File: src/rtl/count_event_gen_pkg.sv
// Shared definitions for the strobe generator and its shadow of the dual event counter.
// DIV and TOT_W defaults are common with the dual counter itself.
package count_event_gen_pkg;

    localparam int DIV_DEF   = 4;
    localparam int TOT_W_DEF = 64;

    typedef enum logic [1:0] {
        ST_IDLE = 2'd0,
        ST_EMIT = 2'd1,
        ST_GAP  = 2'd2
    } state_t;

endpackage

File: src/rtl/count_event_gen_shadow.sv
// Shadow of the dual event counter: Total0 counts Slt=0 strobes,
// Total1 counts every DIV-th Slt=1 strobe.
module evt_shadow_counter
    import count_event_gen_pkg::*;
#(
    parameter int DIV   = DIV_DEF,
    parameter int TOT_W = TOT_W_DEF
) (
    input  logic             Clk,
    input  logic             Reset,
    input  logic             En,
    input  logic             Slt,
    output logic [TOT_W-1:0] Total0,
    output logic [TOT_W-1:0] Total1
);

    localparam int PH_W = $clog2(DIV);

    logic [PH_W-1:0]  r_phase;
    logic [TOT_W-1:0] r_tot0;
    logic [TOT_W-1:0] r_tot1;

    // Phase wraps naturally because DIV is a power of two.
    always_ff @(posedge Clk) begin
        if (Reset) begin
            r_phase <= '0;
            r_tot0  <= '0;
            r_tot1  <= '0;
        end else if (En) begin
            if (!Slt) begin
                r_tot0 <= r_tot0 + TOT_W'(1);
            end else begin
                r_phase <= r_phase + PH_W'(1);
                if (r_phase == PH_W'(DIV - 1)) begin
                    r_tot1 <= r_tot1 + TOT_W'(1);
                end
            end
        end
    end

    assign Total0 = r_tot0;
    assign Total1 = r_tot1;

endmodule

File: src/rtl/count_event_gen.sv
// Command-driven Slt/En strobe generator: handshake, IDLE/EMIT/GAP FSM and
// remaining/gap counters, plus the shadow totals of the attached counter.
module count_event_gen
    import count_event_gen_pkg::*;
#(
    parameter int DIV   = DIV_DEF,
    parameter int CNT_W = 16,
    parameter int GAP_W = 8,
    parameter int TOT_W = TOT_W_DEF
) (
    input  logic             Clk,
    input  logic             Reset,
    input  logic             CmdValid,
    output logic             CmdReady,
    input  logic             CmdSlt,
    input  logic [CNT_W-1:0] CmdCount,
    input  logic [GAP_W-1:0] CmdGap,
    output logic             Slt,
    output logic             En,
    output logic             Busy,
    output logic             Done,
    output logic [TOT_W-1:0] Total0,
    output logic [TOT_W-1:0] Total1
);

    localparam int DIV_LOG = $clog2(DIV);
    localparam int REM_W   = CNT_W + DIV_LOG;

    state_t           r_state;
    state_t           w_next;
    logic [REM_W-1:0] r_rem;
    logic [REM_W-1:0] w_rem_next;
    logic [REM_W-1:0] w_cmd_ext;
    logic [REM_W-1:0] w_cmd_rem;
    logic [GAP_W-1:0] r_gap_len;
    logic [GAP_W-1:0] w_gap_len_next;
    logic [GAP_W-1:0] r_gap_cnt;
    logic [GAP_W-1:0] w_gap_cnt_next;
    logic             r_slt;
    logic             w_slt_next;
    logic             r_en;
    logic             r_busy;
    logic             r_done;
    logic             w_done_next;

    // Next-state, counter and strobe decisions for the current cycle.
    always_comb begin
        w_next         = r_state;
        w_rem_next     = r_rem;
        w_gap_len_next = r_gap_len;
        w_gap_cnt_next = r_gap_cnt;
        w_slt_next     = r_slt;
        w_done_next    = 1'b0;
        w_cmd_ext      = REM_W'(CmdCount);
        // Slt=1 commands need DIV strobes per unit.
        if (CmdSlt) begin
            w_cmd_rem = w_cmd_ext << DIV_LOG;
        end else begin
            w_cmd_rem = w_cmd_ext;
        end
        case (r_state)
            ST_IDLE: begin
                if (CmdValid) begin
                    w_slt_next     = CmdSlt;
                    w_gap_len_next = CmdGap;
                    w_rem_next     = w_cmd_rem;
                    if (w_cmd_rem == '0) begin
                        w_done_next = 1'b1;
                    end else begin
                        w_next = ST_EMIT;
                    end
                end else begin
                    w_next = ST_IDLE;
                end
            end
            ST_EMIT: begin
                w_rem_next = r_rem - REM_W'(1);
                if (r_rem == REM_W'(1)) begin
                    w_next      = ST_IDLE;
                    w_done_next = 1'b1;
                end else if (r_gap_len != '0) begin
                    w_next         = ST_GAP;
                    w_gap_cnt_next = r_gap_len;
                end else begin
                    w_next = ST_EMIT;
                end
            end
            ST_GAP: begin
                if (r_gap_cnt <= GAP_W'(1)) begin
                    w_next = ST_EMIT;
                end else begin
                    w_gap_cnt_next = r_gap_cnt - GAP_W'(1);
                end
            end
            default: begin
                w_next = ST_IDLE;
            end
        endcase
    end

    // State, counters and registered strobe outputs.
    always_ff @(posedge Clk) begin
        if (Reset) begin
            r_state   <= ST_IDLE;
            r_rem     <= '0;
            r_gap_len <= '0;
            r_gap_cnt <= '0;
            r_slt     <= 1'b0;
            r_en      <= 1'b0;
            r_busy    <= 1'b0;
            r_done    <= 1'b0;
        end else begin
            r_state   <= w_next;
            r_rem     <= w_rem_next;
            r_gap_len <= w_gap_len_next;
            r_gap_cnt <= w_gap_cnt_next;
            r_slt     <= w_slt_next;
            r_en      <= (w_next == ST_EMIT);
            r_busy    <= (w_next != ST_IDLE);
            r_done    <= w_done_next;
        end
    end

    assign CmdReady = (r_state == ST_IDLE);
    assign Slt      = r_slt;
    assign En       = r_en;
    assign Busy     = r_busy;
    assign Done     = r_done;

    evt_shadow_counter #(
        .DIV   (DIV),
        .TOT_W (TOT_W)
    ) u_shadow (
        .Clk    (Clk),
        .Reset  (Reset),
        .En     (r_en),
        .Slt    (r_slt),
        .Total0 (Total0),
        .Total1 (Total1)
    );

endmodule
File: config.mk
export PLATFORM = sky130hd
export DESIGN_NAME = count_event_gen
export DESIGN_NICKNAME = d
export VERILOG_FILES = /design/src/rtl/count_event_gen_pkg.sv /design/src/rtl/count_event_gen_shadow.sv /design/src/rtl/count_event_gen.sv
export SDC_FILE = /design/constraint.sdc
export NUM_CORES = 1
export LEC_CHECK = 0
export CAP_MARGIN = 20
export CELL_PAD_IN_SITES_DETAIL_PLACEMENT = 1
export CELL_PAD_IN_SITES_GLOBAL_PLACEMENT = 1
export CORE_UTILIZATION = 30
export CTS_BUF_LIST = sky130_fd_sc_hd__clkbuf_2
export CTS_CLUSTER_SIZE = 16
export DETAILED_ROUTE_END_ITERATION = 7
export GPL_TIMING_DRIVEN = 0
export PLACE_DENSITY = 0.73
export SLEW_MARGIN = 20
export SYNTH_ARGS = -nofsm -noshare
export SYNTH_HDL_FRONTEND = slang
export SYNTH_SLANG_ARGS = --single-unit
File: constraint.sdc
create_clock -name Clk -period 3.2 [get_ports Clk]
set_input_delay 0.64 -clock Clk [delete_from_list [all_inputs] [get_ports Clk]]
set_output_delay 0.64 -clock Clk [all_outputs]
set_load 0.1 [all_outputs]
# == After elaboration in Yosys (flattened, before gate mapping) ==
# Index checks and enable logic that the tools add are counted.
# totals
register_bits,170
latchBits,0
ramBits,0
romBits,0
inputBits,28
output_inout_bits,133
elab_cells,56
memories,0
# classes
add_sub_neg,5
n_mul,0
n_div,0
order_cmp,1
eq_ne,9
shifts,0
n_mux,17
n_bitwise,1
reduce_logical,12
# ops
cell,count
$add 64x1->64 const B,2
$mux 18,2
$pmux 18 s2,1
$mux 8,3
$eq 18x1->1 const B,1
$logic_not 18->1,1
$sub 18x1->18 const B,1
$pmux 8 s2,1
$mux 2,5
$le 8x1->1 const B,1
$ne 2x2->1 const B,4
$reduce_and 2->1,4
$reduce_bool 8->1,1
$sub 8x1->8 const B,1
$pmux 2 s3,1
$reduce_bool 2->1,3
$eq 2x1->1 const B,2
$eq 2x2->1 const B,2
$reduce_and 4->1,1
$mux 1,3
$reduce_and 3->1,1
$add 2x1->2 const B,1
$logic_not 2->1,1
$pmux 1 s2,1
$not 1->1,1

# == Longest topological paths before layout ==
# Gate-level depths: netlist (run 1).
# logic_depth
word_depth,6
depth_mapped,9
ltp_nobuf,7

# == Hierarchy ==
# Synthesis (run 1) repeated with hierarchy kept, for this count alone.
# unflattened
hier_cells,1040
hier_area_um2,8649.5
# by_module_without_submodules
mod,instances,cells_each,area_per_inst_um2,seq_area_each_um2
evt_shadow_counter,1,764,6457.4,2602.5
count_event_gen,1,276,2192.1,800.8

# == Worst setup path after synthesis (run 1) ==
# No wires, ideal clock.
# synth_timing
path_type,register to register
start,reg u_shadow.r_tot0[28] (netlist: u_shadow.Total0[28])
end,reg u_shadow.r_tot0[60] (netlist: u_shadow.Total0[60])
setup_ns,0.070
t_arrival_ns,3.261
required_time_ns,3.130
path_slack_ns,-0.131
path_stages_with_launch,8
n_path_buf,2
period_less_slack_ns,3.331
cell_sequence,dfxtp_1 > nand4_2 > or4_4 > buf_6 > or4_4 > buf_6 > or4_1 > a21oi_1
# synth_via
elab_chain_cells,1
# synth_lines
item,line_no,text
from (decl),count_event_gen_shadow.sv:20,logic [TOT_W-1:0] r_tot0;
from (signal assigned),count_event_gen_shadow.sv:31,r_tot0 <= r_tot0 + TOT_W'(1);
$add 64x1->64,count_event_gen_shadow.sv:31,
# Every way passes these cells.
# A chain may end at the register's enable or synchronous reset.

# == Final worst setup path (run 1) ==
# layout_timing
start,reg u_shadow.r_tot0[26] (netlist: u_shadow.Total0[26])
end,out Total0[26]
# layout_rtl
item,line_no,text
to (decl),count_event_gen.sv:22,"output logic [TOT_W-1:0] Total0,"
# No word-level cell between the ends.

==> results of run 1 <==
## cell families after synthesis
kind of cell	Yosys count	synth area share, %
AND/OR/NAND/NOR	467	30.2
multiplexers	16	2.04
AO/OA/AOI/OAI	213	15.4
buffers and inverters	79	3.75
flip-flops	170	41.0
adder cells (fa/ha/maj)	7	1.06
XOR/XNOR	62	6.54
## cell type report
type,instances,area (um^2),share of cell area [%]
timing repair buffer,162,1720,16.0
tap,341,427,3.97
multi-input combinational,765,4610,42.9
buffer,51,209,1.94
clock inverter,15,180,1.67
antenna,2,5.00,0.0465
sequential,170,3410,31.7
inverter,28,105,0.977
clock buffer,17,85.1,0.791
## worst max path at each step
stage,slack [ns],cells past startpoint,end,from
floorplan,0.0001,7,u_shadow.Total0[60],u_shadow.Total0[35]
global route,0.00006,1,Total1[2],u_shadow.Total1[2]
detailed placement,-0.26,7,u_shadow.Total1[52],u_shadow.Total1[8]
global placement,-0.24,7,u_shadow.Total1[50],u_shadow.Total1[8]
finish,0.15,1,Total0[26],u_shadow.Total0[26]
CTS,0.01,1,Total0[44],u_shadow.Total0[44]
## routing by layer
| metal | up-vias | global-route usage (%) |
|---|---|---|
| met1 | 4108 | 25.8 |
| li1 | 4115 | - |
| met5 | - | 0 |
| met2 | 183 | 31.8 |
| met4 | 0 | 5.06 |
| met3 | 35 | 3.41 |
## through the flow
step           util (%)  power [mW]  instance area, um^2  TNS (ns)  worst slack (ns)
2_1_floorplan         -        2.69                 8310         0          0.000107
3_3_place_gp       38.2        2.88                10300     -2.96            -0.238
3_5_place_dp       38.2        2.89                10300     -3.74            -0.264
4_1_cts            39.2        4.19                10600         0            0.0122
5_1_grt            39.8        4.36                10800         0         0.0000582
6_report           39.8        4.14                10800         0             0.148
## report_power, final
part	switching [mW]	internal (mW)
clock network	0.888	0.397
registers	0.0582	2.19
logic	0.406	0.203
total	1.35	2.79
## cell usage after synthesis, drive strengths merged, types with 34 or more instances
master / number / area [um^2]
dfxtp: 170 / 3400
a21oi: 97 / 485
nor2: 96 / 360
nand2: 92 / 345
nand4: 52 / 332
nand3: 49 / 245
clkbuf: 46 / 173
or4: 39 / 300
xor2: 38 / 333
o21ai: 35 / 175
o31ai: 34 / 255
## registers in the layout, summed over array words and instances (netlist names)
signal,flops
Busy,1
Done,1
En,1
Slt,1
r_gap_cnt,8
r_gap_len,8
r_rem,18
r_state,2
u_shadow.Total0,64
u_shadow.Total1,64
u_shadow.r_phase,2
## what timing repair did
action / in CTS / in global routing
pin swaps: 1 / 2
setup endpoints to repair: 39 / 83
resized for setup: 8 / 54
endpoints found under the hold margin: 0 / 0
setup buffers: 2 / 2
==> impl_metrics.json, run 1 <==
{
  "synthDistinctLibCells": 55,
  "first_pass_iters": 5,
  "setup_violations": 0,
  "cp_num_buf_inv": 1,
  "synth_flop_cell": "dfxtp_1",
  "clk_path_buf_depth": 2,
  "maxSlewViolCount": 0,
  "io_pins": 161,
  "ant_nets": 0,
  "route.detailed.drc": 0,
  "vias_per_cell": 5.44,
  "rsz0062_at_grt": "no",
  "cp-start-kind": "register",
  "wl_met2_um": 12600,
  "place_inst": 1513,
  "fill_cells": 3242,
  "p_per_area_nw_per_um2": 385,
  "dieArea_um2": 28300,
  "die_h_um": 168,
  "insertion_delay_ns": 0.77,
  "grt_pass1_vias": 8355,
  "path_delay_family": "buffers and inverters",
  "power.leakage_nw": 4.20,
  "gp_congestion": 0.819,
  "wl_met3_um": 920,
  "hpwl_um": 20200,
  "netlist_area_um2": 8300,
  "chipWidth_um": 168,
  "cp.required_ns": 2.56,
  "run_status": "complete, no violations",
  "min_period_ns": 3.05,
  "portBuffers": 158,
  "final.period_utilization_pct": 95.4,
  "synth_seq_cells": 170,
  "r2r_end": "u_shadow.Total1[52]",
  "wl_met1_um": 13500,
  "final_common_cell": "dfxtp_1",
  "cts.sinks": 170,
  "drive_gt1_share_pct": 5.88,
  "fin_cells": 1551,
  "worstMarginPinSlew_ns": 1.06,
  "wirelength_um": 27400,
  "crit_slowest_cell": "clkdlybuf4s50_1",
  "path_class": "register to output port",
  "drtIter0Drc": 490,
  "h-tree-depth": 4,
  "grt_use_total_pct": 19.3,
  "cp_slowest_stage_delay_ns": 1.18,
  "hold_violations": 0,
  "cts_buffers": 17,
  "synthesis.nets": 1049,
  "cap_violations": 0,
  "min_to": "Slt",
  "path_cells": "clkdlybuf4s50_1",
  "hold_slack_ns": 0.325,
  "area_growth_pct": 29.6,
  "cp.arrival_ns": 2.41,
  "initial_core_util_pct": 30.7,
  "coreArea_um2": 27000,
  "synth-edff-count": 0,
  "dr_total_vias": 8441,
  "peakVddDrop_v": 0.000267,
  "grt_max_degree": 18,
  "ys_seq_area_share_pct": 41.0,
  "final_nets": 1230,
  "min_path_cells": 3,
  "slew_headroom_pct": 29.4,
  "gr-total-overflow": 0,
  "yosys_warnings": 0,
  "fmax_mhz": 328,
  "grt_pass1_wl_um": 43900,
  "antenna_found_initial": 1,
  "cts_tree": "done",
  "wl_per_cell_um": 17.7,
  "clock_tree.root_cell": "clkbuf_2",
  "syn_inst": 1014,
  "ctsHoldBuffers": 0,
  "critPathCaptureType": "output port",
  "top_layer": "met4",
  "r2r_slack_ns": 0.24,
  "avgSynthCellArea_um2": 8.18,
  "rows": 60,
  "hp-start": "CmdSlt",
  "hp-class": "input port to register",
  "clock_skew_ns": 0.0632,
  "final_cell_mix": "dfxtp_1, clkdlybuf4s50_1, a21oi_1, nor2_1, nand2_1",
  "worstPathMaxFanout": 4,
  "clkTransAtPathRegs_ns": 0.30,
  "reg2reg_from": "u_shadow.Total1[24]",
  "async_reset_ff_share_pct": 0,
  "ff2ff_path_depth": 7
}
No activity file was read; power rests on OpenSTA's default activity.
==> run 2: changes to the inputs <==
--- a/constraint.sdc
+++ b/constraint.sdc
@@ -3,2 +3,2 @@
 set_output_delay 0.64 -clock Clk [all_outputs]
-set_load 0.1 [all_outputs]
+set_load 0.005 [all_outputs]
==> run 2 against run 1 <==
- fmax up 4.2%
- core utilization down 0.42 points
- final cell count down 0.13%
- sequential share of layout area up 0.23 points
- cell area down 1.1%
- critical endpoint is now u_shadow.Total1[58]
- total power down 3.4%
- clock skew down 0.0016 ns
- clock power down 5%
==> impl_metrics.json, run 2 (synthesis results as in run 1) <==
{
  "drtIter0Drc": 541,
  "sequentialPowerShare_pct": 56.4,
  "cap_violations": 0,
  "fmax_mhz": 341,
  "area_growth_pct": 28.3,
  "gp_congestion": 0.833,
  "maxSlewViolCount": 0,
  "final_cell_mix": "dfxtp_1, clkdlybuf4s50_1, a21oi_1, nor2_1, nand2_1",
  "insertion_delay_ns": 0.76,
  "grt_pass1_wl_um": 44300,
  "place_inst": 1513,
  "h-tree-depth": 4,
  "ctsHoldBuffers": 0,
  "final_nets": 1229,
  "antenna_found_initial": 1,
  "cp-start-kind": "register",
  "coreArea_um2": 27000,
  "switching_share_pct": 30.9,
  "rsz0062_at_grt": "no",
  "dieArea_um2": 28300,
  "die_h_um": 168,
  "cp.arrival_ns": 3.56,
  "dp_slack_ns": -0.199,
  "hold_violations": 0,
  "cts_tree": "done",
  "p_sw_mw": 1.23,
  "worstMarginPinSlew_ns": 0.997,
  "grt_max_degree": 17,
  "grt_pass1_vias": 8355,
  "gr-total-overflow": 0,
  "fin_cells": 1549,
  "route.detailed.drc": 0,
  "power.internal_mw": 2.76,
  "worstPathMaxFanout": 10,
  "hp-class": "input port to register",
  "power_mw": 4.00,
  "initial_core_util_pct": 30.7,
  "first_pass_iters": 4,
  "wirelength_um": 27300,
  "clk_path_buf_depth": 2,
  "grt_use_total_pct": 19.5,
  "io_pins": 161,
  "chipWidth_um": 168,
  "drive_gt1_share_pct": 4.98,
  "tns_ns": 0,
  "fin_util_pct": 39.4,
  "final.period_utilization_pct": 91.6,
  "ant_nets": 0,
  "cts.sinks": 170,
  "clock_skew_ns": 0.0617,
  "hpwl_um": 20200,
  "fin_ws_ns": 0.270,
  "run_status": "complete, no violations",
  "peakVddDrop_v": 0.000203,
  "comb_power_share_pct": 12.9,
  "clkPwrFrac_pct": 30.7,
  "cts_buffers": 17,
  "clock_tree.root_cell": "clkbuf_2",
  "rows": 60,
  "clkTransAtPathRegs_ns": 0.27,
  "portBuffers": 158,
  "min_period_ns": 2.93,
  "vias_per_cell": 5.45,
  "setup_violations": 0,
  "wl_per_cell_um": 17.6,
  "power.leakage_nw": 3.27,
  "cp.required_ns": 3.83,
  "p_per_area_nw_per_um2": 376,
  "slew_headroom_pct": 32.9,
  "path_class": "register to register",
  "critPathCaptureType": "register",
  "dr_total_vias": 8443,
  "final_common_cell": "dfxtp_1"
}
[run 2: final cells by class]
class	instances	area, um^2
tap	341	427
timing repair buffer	163	1630
fill	3277	16400
sequential	170	3400
multi-input combinational	765	4630
clock buffer	17	85.1
antenna	2	5.00
inverter	28	105
buffer	49	199
clock inverter	14	163
[run 2: worst max-delay path: stages, from the launching register on]
cell and delay [ns]:
dfxtp_1 0.49, nand4_1 0.25, nor4_4 0.62, nand4_1 0.35, clkbuf_1 0.33, clkbuf_1 0.36
o31ai_1 0.31, a21oi_1 0.11
[run 2: worst paths after layout]
kind,start,to,slack (ns),cells past startpoint
max,u_shadow.Total1[8],u_shadow.Total1[58],0.27,7
min,CmdSlt,Slt,0.34,3
max reg2reg,u_shadow.Total1[8],u_shadow.Total1[58],0.27,7
min reg2reg,u_shadow.r_phase[1],u_shadow.r_phase[1],0.48,2
[run 2: timing repair]
action,CTS,global route
buffers inserted,2,3
pin swaps,2,1
gates resized for setup,2,3
gates cloned,0,0
setup endpoints to repair,33,34
[run 2: routing by layer]
layer	vias to the layer above	wire, um	track usage (%)
li1	4122	-	-
met1	4164	13500	26.2
met2	144	12800	32.4
met3	13	864	3.57
met4	0	184	4.03
met5	-	0	0
[run 2: power by group through the flow]
| stage | Sequential, mW | Clock, mW | Combinational (mW) |
|---|---|---|---|
| floorplan | 2.27 | 0 | 0.337 |
| global placement | 2.28 | 0 | 0.512 |
| detailed placement | 2.28 | 0 | 0.523 |
| CTS | 2.25 | 1.29 | 0.525 |
| global route | 2.27 | 1.36 | 0.563 |
| finish | 2.25 | 1.23 | 0.515 |
[run 2: per-stage QoR]
| step | instance area, um^2 | hold slack (ns) |
|---|---|---|
| 5_1_grt | 10600 | 0.255 |
| 2_1_floorplan | 8300 | 0.440 |
| 3_3_place_gp | 10300 | 0.451 |
| 6_report | 10600 | 0.338 |
| 4_1_cts | 10600 | 0.246 |
| 3_5_place_dp | 10300 | 0.457 |
